`src/rtl/ahb_bus_matrix_pkg.sv`:
```
// rtl/ahb_bus_matrix_pkg.sv - shared AHB bus matrix encodings, widths and helpers
//
// Purpose : HTRANS/HRESP encodings, default field widths, input-stage state
//           type and the width of the packed address/control hold vector.
// Ports   : none (package).

package ahb_bus_matrix_pkg;

   localparam int DEF_ADDR_WIDTH  = 32;
   localparam int DEF_AUSER_WIDTH = 32;
   localparam int DEF_MID_WIDTH   = 4;

   typedef enum logic [1:0] {
      HTRANS_IDLE   = 2'b00,
      HTRANS_BUSY   = 2'b01,
      HTRANS_NONSEQ = 2'b10,
      HTRANS_SEQ    = 2'b11
   } htrans_t;

   typedef enum logic [1:0] {
      HRESP_OKAY  = 2'b00,
      HRESP_ERROR = 2'b01
   } hresp_t;

   typedef enum logic {
      ST_PASS = 1'b0,
      ST_HOLD = 1'b1
   } pend_state_t;

   // addr + trans(2) + write(1) + size(3) + burst(3) + prot(4) + master + mastlock(1) + auser
   function automatic int hold_width(input int aw, input int uw, input int mw);
      return aw + 2 + 1 + 3 + 3 + 4 + mw + 1 + uw;
   endfunction

endpackage

```
`src/rtl/ahb_bus_matrix_input_stage_if.sv`:
```
// rtl/ahb_bus_matrix_input_stage_if.sv - master-side and decoder-side signals of one input stage
//
// Purpose : bundles the slave-port address phase, the decoder-facing copy of
//           it and the data-phase response path.
// Modports: slave  - the input stage (consumes master/decoder inputs, drives
//                    decoder request and master response)
//           master - the surrounding environment (drives the other direction)

interface ahb_bus_matrix_input_stage_if
   import ahb_bus_matrix_pkg::*;
#(
   parameter int ADDR_WIDTH  = DEF_ADDR_WIDTH,
   parameter int AUSER_WIDTH = DEF_AUSER_WIDTH,
   parameter int MID_WIDTH   = DEF_MID_WIDTH
);
   // master address phase
   logic                   HSELS;
   logic [ADDR_WIDTH-1:0]  HADDRS;
   logic [1:0]             HTRANSS;
   logic                   HWRITES;
   logic [2:0]             HSIZES;
   logic [2:0]             HBURSTS;
   logic [3:0]             HPROTS;
   logic [MID_WIDTH-1:0]   HMASTERS;
   logic                   HMASTLOCKS;
   logic [AUSER_WIDTH-1:0] HAUSERS;
   logic                   HREADYS;
   // decoder feedback
   logic                   active_in;
   logic                   readyout_in;
   logic [1:0]             resp_in;
   // decoder request
   logic                   sel_in;
   logic [ADDR_WIDTH-1:0]  addr_in;
   logic [1:0]             trans_in;
   logic                   write_in;
   logic [2:0]             size_in;
   logic [2:0]             burst_in;
   logic [3:0]             prot_in;
   logic [MID_WIDTH-1:0]   master_in;
   logic                   mastlock_in;
   logic [AUSER_WIDTH-1:0] auser_in;
   logic                   held_tran_in;
   logic                   ready_in;
   // master response
   logic                   HREADYOUTS;
   logic [1:0]             HRESPS;

   modport slave (
      input  HSELS, HADDRS, HTRANSS, HWRITES, HSIZES, HBURSTS, HPROTS,
             HMASTERS, HMASTLOCKS, HAUSERS, HREADYS,
             active_in, readyout_in, resp_in,
      output sel_in, addr_in, trans_in, write_in, size_in, burst_in, prot_in,
             master_in, mastlock_in, auser_in, held_tran_in, ready_in,
             HREADYOUTS, HRESPS
   );

   modport master (
      output HSELS, HADDRS, HTRANSS, HWRITES, HSIZES, HBURSTS, HPROTS,
             HMASTERS, HMASTLOCKS, HAUSERS, HREADYS,
             active_in, readyout_in, resp_in,
      input  sel_in, addr_in, trans_in, write_in, size_in, burst_in, prot_in,
             master_in, mastlock_in, auser_in, held_tran_in, ready_in,
             HREADYOUTS, HRESPS
   );

endinterface

```
`src/rtl/ahb_bus_matrix_hold_reg.sv`:
```
// rtl/ahb_bus_matrix_hold_reg.sv - address/control holding register with 2:1 output mux
//
// Purpose : stores a packed address-phase vector on i_load and selects either
//           the stored copy or the live vector for the decoder.
// Ports   : i_clk, i_rst (async, active-high), i_load (capture live vector),
//           i_use_hold (drive o_data from the register), i_live, o_data.

module ahb_bus_matrix_hold_reg #(
   parameter int WIDTH = 1
) (
   input  logic             i_clk,
   input  logic             i_rst,
   input  logic             i_load,
   input  logic             i_use_hold,
   input  logic [WIDTH-1:0] i_live,
   output logic [WIDTH-1:0] o_data
);

   logic [WIDTH-1:0] r_data;

   always_ff @(posedge i_clk or posedge i_rst) begin
      if (i_rst) begin
         r_data <= '0;
      end else if (i_load) begin
         r_data <= i_live;
      end
   end

   assign o_data = i_use_hold ? r_data : i_live;

endmodule

```
`src/rtl/ahb_bus_matrix_input_stage.sv`:
```
// rtl/ahb_bus_matrix_input_stage.sv - AHB bus matrix per-slave-port input stage
//
// Purpose : passes the master's address phase to the port decoder, or, when
//           the targeted output stage does not grant the port, captures the
//           transfer, replays it from a holding register and stalls the
//           master until the decoder reports the held transfer as accepted.
// Ports   : HCLK, HRESET (async, active-high), bus (slave modport carrying
//           master address phase, decoder request/feedback, master response).

module ahb_bus_matrix_input_stage
   import ahb_bus_matrix_pkg::*;
#(
   parameter int ADDR_WIDTH  = DEF_ADDR_WIDTH,
   parameter int AUSER_WIDTH = DEF_AUSER_WIDTH,
   parameter int MID_WIDTH   = DEF_MID_WIDTH
) (
   input logic                         HCLK,
   input logic                         HRESET,
   ahb_bus_matrix_input_stage_if.slave bus
);

   localparam int HOLD_WIDTH = hold_width(ADDR_WIDTH, AUSER_WIDTH, MID_WIDTH);

   pend_state_t           r_state;
   pend_state_t           w_next_state;
   logic                  w_capture;
   logic                  w_pend;
   logic                  w_trans_req;
   logic [HOLD_WIDTH-1:0] w_live;
   logic [HOLD_WIDTH-1:0] w_mux;

   // Only NONSEQ/SEQ are real requests; IDLE/BUSY always pass straight through.
   assign w_trans_req = bus.HSELS & bus.HTRANSS[1];

   always_ff @(posedge HCLK or posedge HRESET) begin
      if (HRESET) begin
         r_state <= ST_PASS;
      end else begin
         r_state <= w_next_state;
      end
   end

   // Capture only a transfer the master is actually issuing (HREADYS high),
   // so a pending ERROR or wait state never overlaps a capture.
   always_comb begin
      w_next_state = r_state;
      w_capture    = 1'b0;
      case (r_state)
         ST_PASS: begin
            if (bus.HREADYS && w_trans_req && !bus.active_in) begin
               w_capture    = 1'b1;
               w_next_state = ST_HOLD;
            end
         end
         ST_HOLD: begin
            if (bus.active_in) begin
               w_next_state = ST_PASS;
            end
         end
         default: w_next_state = ST_PASS;
      endcase
   end

   assign w_pend = (r_state == ST_HOLD);

   assign w_live = {bus.HADDRS, bus.HTRANSS, bus.HWRITES, bus.HSIZES, bus.HBURSTS,
                    bus.HPROTS, bus.HMASTERS, bus.HMASTLOCKS, bus.HAUSERS};

   ahb_bus_matrix_hold_reg #(
      .WIDTH (HOLD_WIDTH)
   ) u_hold_reg (
      .i_clk      (HCLK),
      .i_rst      (HRESET),
      .i_load     (w_capture),
      .i_use_hold (w_pend),
      .i_live     (w_live),
      .o_data     (w_mux)
   );

   assign {bus.addr_in, bus.trans_in, bus.write_in, bus.size_in, bus.burst_in,
           bus.prot_in, bus.master_in, bus.mastlock_in, bus.auser_in} = w_mux;

   // While holding, the replayed transfer is always selected and always
   // presented as a completed address phase.
   assign bus.sel_in       = w_pend | bus.HSELS;
   assign bus.held_tran_in = w_pend;
   assign bus.ready_in     = w_pend | bus.HREADYS;

   // The master sees wait states with OKAY until the held transfer is accepted.
   assign bus.HREADYOUTS   = w_pend ? 1'b0 : bus.readyout_in;
   assign bus.HRESPS       = w_pend ? HRESP_OKAY : bus.resp_in;

endmodule

```
`src/flat_wrapper.sv`:
```
// flat-port wrapper written by rule: the top's interface ports become plain ports
module ahb_bus_matrix_input_stage_flat import ahb_bus_matrix_pkg::*;
#(
   parameter int ADDR_WIDTH  = DEF_ADDR_WIDTH,
   parameter int AUSER_WIDTH = DEF_AUSER_WIDTH,
   parameter int MID_WIDTH   = DEF_MID_WIDTH
)
  (HCLK, HRESET, bus_HSELS, bus_HADDRS, bus_HTRANSS, bus_HWRITES, bus_HSIZES, bus_HBURSTS, bus_HPROTS, bus_HMASTERS, bus_HMASTLOCKS, bus_HAUSERS, bus_HREADYS, bus_active_in, bus_readyout_in, bus_resp_in, bus_sel_in, bus_addr_in, bus_trans_in, bus_write_in, bus_size_in, bus_burst_in, bus_prot_in, bus_master_in, bus_mastlock_in, bus_auser_in, bus_held_tran_in, bus_ready_in, bus_HREADYOUTS, bus_HRESPS);
  ahb_bus_matrix_input_stage_if #(.ADDR_WIDTH(ADDR_WIDTH), .AUSER_WIDTH(AUSER_WIDTH), .MID_WIDTH(MID_WIDTH)) bus_i ();
  input logic HCLK;
  input logic HRESET;
  input wire logic [$bits(bus_i.HSELS)-1:0] bus_HSELS;
  input wire logic [$bits(bus_i.HADDRS)-1:0] bus_HADDRS;
  input wire logic [$bits(bus_i.HTRANSS)-1:0] bus_HTRANSS;
  input wire logic [$bits(bus_i.HWRITES)-1:0] bus_HWRITES;
  input wire logic [$bits(bus_i.HSIZES)-1:0] bus_HSIZES;
  input wire logic [$bits(bus_i.HBURSTS)-1:0] bus_HBURSTS;
  input wire logic [$bits(bus_i.HPROTS)-1:0] bus_HPROTS;
  input wire logic [$bits(bus_i.HMASTERS)-1:0] bus_HMASTERS;
  input wire logic [$bits(bus_i.HMASTLOCKS)-1:0] bus_HMASTLOCKS;
  input wire logic [$bits(bus_i.HAUSERS)-1:0] bus_HAUSERS;
  input wire logic [$bits(bus_i.HREADYS)-1:0] bus_HREADYS;
  input wire logic [$bits(bus_i.active_in)-1:0] bus_active_in;
  input wire logic [$bits(bus_i.readyout_in)-1:0] bus_readyout_in;
  input wire logic [$bits(bus_i.resp_in)-1:0] bus_resp_in;
  output wire logic [$bits(bus_i.sel_in)-1:0] bus_sel_in;
  output wire logic [$bits(bus_i.addr_in)-1:0] bus_addr_in;
  output wire logic [$bits(bus_i.trans_in)-1:0] bus_trans_in;
  output wire logic [$bits(bus_i.write_in)-1:0] bus_write_in;
  output wire logic [$bits(bus_i.size_in)-1:0] bus_size_in;
  output wire logic [$bits(bus_i.burst_in)-1:0] bus_burst_in;
  output wire logic [$bits(bus_i.prot_in)-1:0] bus_prot_in;
  output wire logic [$bits(bus_i.master_in)-1:0] bus_master_in;
  output wire logic [$bits(bus_i.mastlock_in)-1:0] bus_mastlock_in;
  output wire logic [$bits(bus_i.auser_in)-1:0] bus_auser_in;
  output wire logic [$bits(bus_i.held_tran_in)-1:0] bus_held_tran_in;
  output wire logic [$bits(bus_i.ready_in)-1:0] bus_ready_in;
  output wire logic [$bits(bus_i.HREADYOUTS)-1:0] bus_HREADYOUTS;
  output wire logic [$bits(bus_i.HRESPS)-1:0] bus_HRESPS;
  assign bus_i.HSELS = bus_HSELS;
  assign bus_i.HADDRS = bus_HADDRS;
  assign bus_i.HTRANSS = bus_HTRANSS;
  assign bus_i.HWRITES = bus_HWRITES;
  assign bus_i.HSIZES = bus_HSIZES;
  assign bus_i.HBURSTS = bus_HBURSTS;
  assign bus_i.HPROTS = bus_HPROTS;
  assign bus_i.HMASTERS = bus_HMASTERS;
  assign bus_i.HMASTLOCKS = bus_HMASTLOCKS;
  assign bus_i.HAUSERS = bus_HAUSERS;
  assign bus_i.HREADYS = bus_HREADYS;
  assign bus_i.active_in = bus_active_in;
  assign bus_i.readyout_in = bus_readyout_in;
  assign bus_i.resp_in = bus_resp_in;
  assign bus_sel_in = bus_i.sel_in;
  assign bus_addr_in = bus_i.addr_in;
  assign bus_trans_in = bus_i.trans_in;
  assign bus_write_in = bus_i.write_in;
  assign bus_size_in = bus_i.size_in;
  assign bus_burst_in = bus_i.burst_in;
  assign bus_prot_in = bus_i.prot_in;
  assign bus_master_in = bus_i.master_in;
  assign bus_mastlock_in = bus_i.mastlock_in;
  assign bus_auser_in = bus_i.auser_in;
  assign bus_held_tran_in = bus_i.held_tran_in;
  assign bus_ready_in = bus_i.ready_in;
  assign bus_HREADYOUTS = bus_i.HREADYOUTS;
  assign bus_HRESPS = bus_i.HRESPS;
  ahb_bus_matrix_input_stage #(.ADDR_WIDTH(ADDR_WIDTH), .AUSER_WIDTH(AUSER_WIDTH), .MID_WIDTH(MID_WIDTH)) u_core (.HCLK(HCLK), .HRESET(HRESET), .bus(bus_i));
endmodule
```
`config.mk`:
```
export PLATFORM = sky130hd
export DESIGN_NAME = ahb_bus_matrix_input_stage_flat
export DESIGN_NICKNAME = d
export VERILOG_FILES = /design/src/rtl/ahb_bus_matrix_pkg.sv /design/src/rtl/ahb_bus_matrix_input_stage_if.sv /design/src/rtl/ahb_bus_matrix_hold_reg.sv /design/src/rtl/ahb_bus_matrix_input_stage.sv /design/src/flat_wrapper.sv
export SDC_FILE = /design/constraint.sdc
export NUM_CORES = 1
export LEC_CHECK = 0
export CAP_MARGIN = 25
export CORE_MARGIN = 2
export CORE_UTILIZATION = 50
export DETAILED_ROUTE_END_ITERATION = 10
export DONT_BUFFER_PORTS = 1
export PLACE_DENSITY = 0.77
export SETUP_SLACK_MARGIN = 0.02
export SLEW_MARGIN = 20
export SYNTH_ARGS = -nofsm -noshare
export SYNTH_HDL_FRONTEND = slang
export SYNTH_SLANG_ARGS = --single-unit
```
`constraint.sdc`:
```
create_clock -name HCLK -period 3.6 [get_ports HCLK]
set_input_delay 1.08 -clock HCLK [delete_from_list [all_inputs] [get_ports HCLK]]
set_output_delay 1.08 -clock HCLK [all_outputs]
set_load 0.01 [all_outputs]
```
==> results.md <==
- Cts bufs inserted: 9
- Share of the clock period used by the worst path after layout: 79.8%
- Hold-fix buffers, CTS: 0
- Cell leakage power: 1.83 nW
- Part of the Yosys area used for sequential elements: 50.1%
- Detail Route met3 WL: 636 µm
- Core area: 8130 µm²
- Count of final hold-check violations: 0
- Number of register bits inferred by synthesis: 83
- Number of max-capacitance violations reported: 0
- Pin count of the biggest net entering global routing: 46
- Highest Signal Layer: met4
- Worst skew pair latency: 0.35 ns
- Total routed wirelength: 7.32 mm
- Number of global-route vias before repair: 2253
- Clock Sinks: 83
- Number of I/O port buffers: 0
- Maximum achievable frequency: 0.348 GHz
- Data required time at the worst endpoint: 2.52 ns
- Via density per instance: 5.72
- Final-layout setup total negative slack: 0 ns
- Number of levels the H-tree was split into: 3
- Unrepaired setup endpoints after global routing: no
- Post-CTS clock slew at the launch and capture registers of the worst setup and hold paths: 0.08 ns
- Worst slew margin: 54.6%
- Kind of launch point of the worst setup path: flop
- Kind of end point of the critical path: output pin
- Post-layout min period: 2.87 ns
- Die area: 9040 µm²
- Clock root buffer: clkbuf_8
- Synth Net Count: 368
- Standard-cell rows: 33
- Vert. Die Dim: 95.1 µm
- Setup repair bufs after CTS: 0
- Number of I/O pins: 178
- Leading cell types in the layout, fill and taps excluded: 94 x mux2_2, 82 x dfrtp_1, 68 x mux2_1
- Post-Syn Area: 4150 µm²
- Final non-filler cell area: 4410 µm²
- Synth area leader: dfrtp_1
- Ant. Diodes: 0
- Share of post-route cells with drive strength above 1: 43.2%
- Register Area: 2080 µm²
- Main area contributors after synthesis: dfrtp_1 50%, mux2_2 26%, mux2_1 18%
- Wire length of the first global-routing pass: 10.9 mm
- Dpl cell area: 4190 µm²
- Outcome: finished, final reports clean
- Layout overhead on the synthesized area: 6.33%
- Power per standard cell area: 538 nW/µm²
- Number of iterations in the first detailed-routing pass: 2
- Distinct cells, synth: 14
- GRT overflow: 0
- Number of antenna violations at the first check in global routing: 0
- Wire per inst: 19.0 µm
- Die width: 95.1 µm
- Post-cts repair resize count: 0
- Most common cell after layout, fill and taps aside: mux2_2
- HPWL after DPL: 5.25 mm
- Last weighted congestion value of the routability-driven placer: 0.697
- Count of warnings emitted by yosys: 0
- Slew at the pin with the worst max-slew slack: 0.680 ns
- Final Net Count: 365
- Highest net fanout along the worst path: 30
- Detail Route Antenna Nets: 0
- Global router's overall resource usage: 16.0%
- Fill cell instance count of the final layout: 707
- Number of DRC markers in iteration 0: 46
- Maximum ir drop on the vdd rail: 288 µV
- Detailed route wirelength on metal2: 3.69 mm
- Max Slew Vio Count: 0
- Metal-1 WL: 2.81 mm
- Gate count of the mapped netlist: 278
- Crit path kind: flop to output pin
- Footprint of the multi-input gates: 1910 µm²
- Starting density of the core: 51.0%
- Clock Tree Buf Depth: 2
- Arrival time of the worst setup path: 1.79 ns
- Fraction of post-synthesis cell area in the top cell type by area: 50.1%
- Total setup violations reported at the end of the flow: 0
- Average size of a mapped cell: 14.9 µm²
- Clock tree from TritonCTS: yes
- Via Count: 2203
- Layout Skew: 0.00734 ns
- Worst min path class: flop to flop
- DRC violation count after routing: 0
## power by group
| part | internal [mW] | leakage, nW | total [mW] | switching, mW |
|---|---|---|---|---|
| combinational | 0.219 | 0.724 | 0.402 | 0.183 |
| sequential | 1.15 | 0.995 | 1.25 | 0.102 |
| clock | 0.392 | 0.106 | 0.720 | 0.328 |
## critical path, cell delays in order, from the launching register on
cell     delay (ns)
dfrtp_4        0.70
buf_4          0.34
mux2_2         0.40
## synthesized netlist by cell type
library cell and number:
a21o_1 1, buf_2 5, buf_6 2, buf_8 6, clkbuf_1 6, dfrtp_1 83
inv_1 2, mux2_1 68, mux2_2 94, nand2_1 3, nand2b_4 1, nor2b_1 3
nor3_2 1, or2_2 3
## through the flow
stage               setup WS, ns  total power [mW]  util, %  hold WS (ns)  instances
global route               0.616              2.51     54.2         0.499        385
detailed placement          1.08              1.68     51.6         0.468        369
floorplan                  0.383              1.59        -         0.439        278
CTS                        0.687              2.41     54.2         0.485        385
finish                     0.727              2.37     54.2         0.479        385
global placement            1.10              1.65     51.6         0.454        369
## state kept, by name, summed over array words and instances, names as in the netlist
register	cells
u_core.u_hold_reg.r_data	82
u_core.bus.held_tran_in	1
## cell type report
type,instances,share of cell area [%]
sequential,83,47.2
multi-input combinational,174,43.3
tap,105,2.98
clock buffer,10,2.89
clock inverter,6,2.04
timing repair buffer,5,1.42
inverter,2,0.199
## final timing paths
path,endpoint,slack [ns],cells after the start,startpoint
max,bus_auser_in[12],0.73,2,u_core.bus.held_tran_in
min,u_core.u_hold_reg.r_data[49],0.48,1,u_core.u_hold_reg.r_data[49]
max reg2reg,u_core.u_hold_reg.r_data[45],1.29,5,u_core.bus.held_tran_in
min reg2reg,u_core.u_hold_reg.r_data[49],0.48,1,u_core.u_hold_reg.r_data[49]
max in group asynchronous,u_core.u_hold_reg.r_data[69],2.22,2,HRESET
min in group asynchronous,u_core.u_hold_reg.r_data[80],0.68,1,HRESET
## kinds of logic after synthesis
| family | after synthesis | synth area share (%) |
|---|---|---|
| muxes | 162 | 44.0 |
| DFF | 83 | 50.1 |
| AOI/OAI and AO/OA | 1 | 0.181 |
| buffers and inverters | 21 | 4.04 |
| and+or+nand+nor | 11 | 1.75 |
## per-layer routing
| metal | track usage (%) | vias up |
|---|---|---|
| met5 | 0 | - |
| met4 | 8.45 | 0 |
| met3 | 4.74 | 14 |
| met2 | 27.4 | 99 |
| met1 | 17.9 | 1091 |
| li1 | - | 999 |
Power figures use the tool's default switching activity.
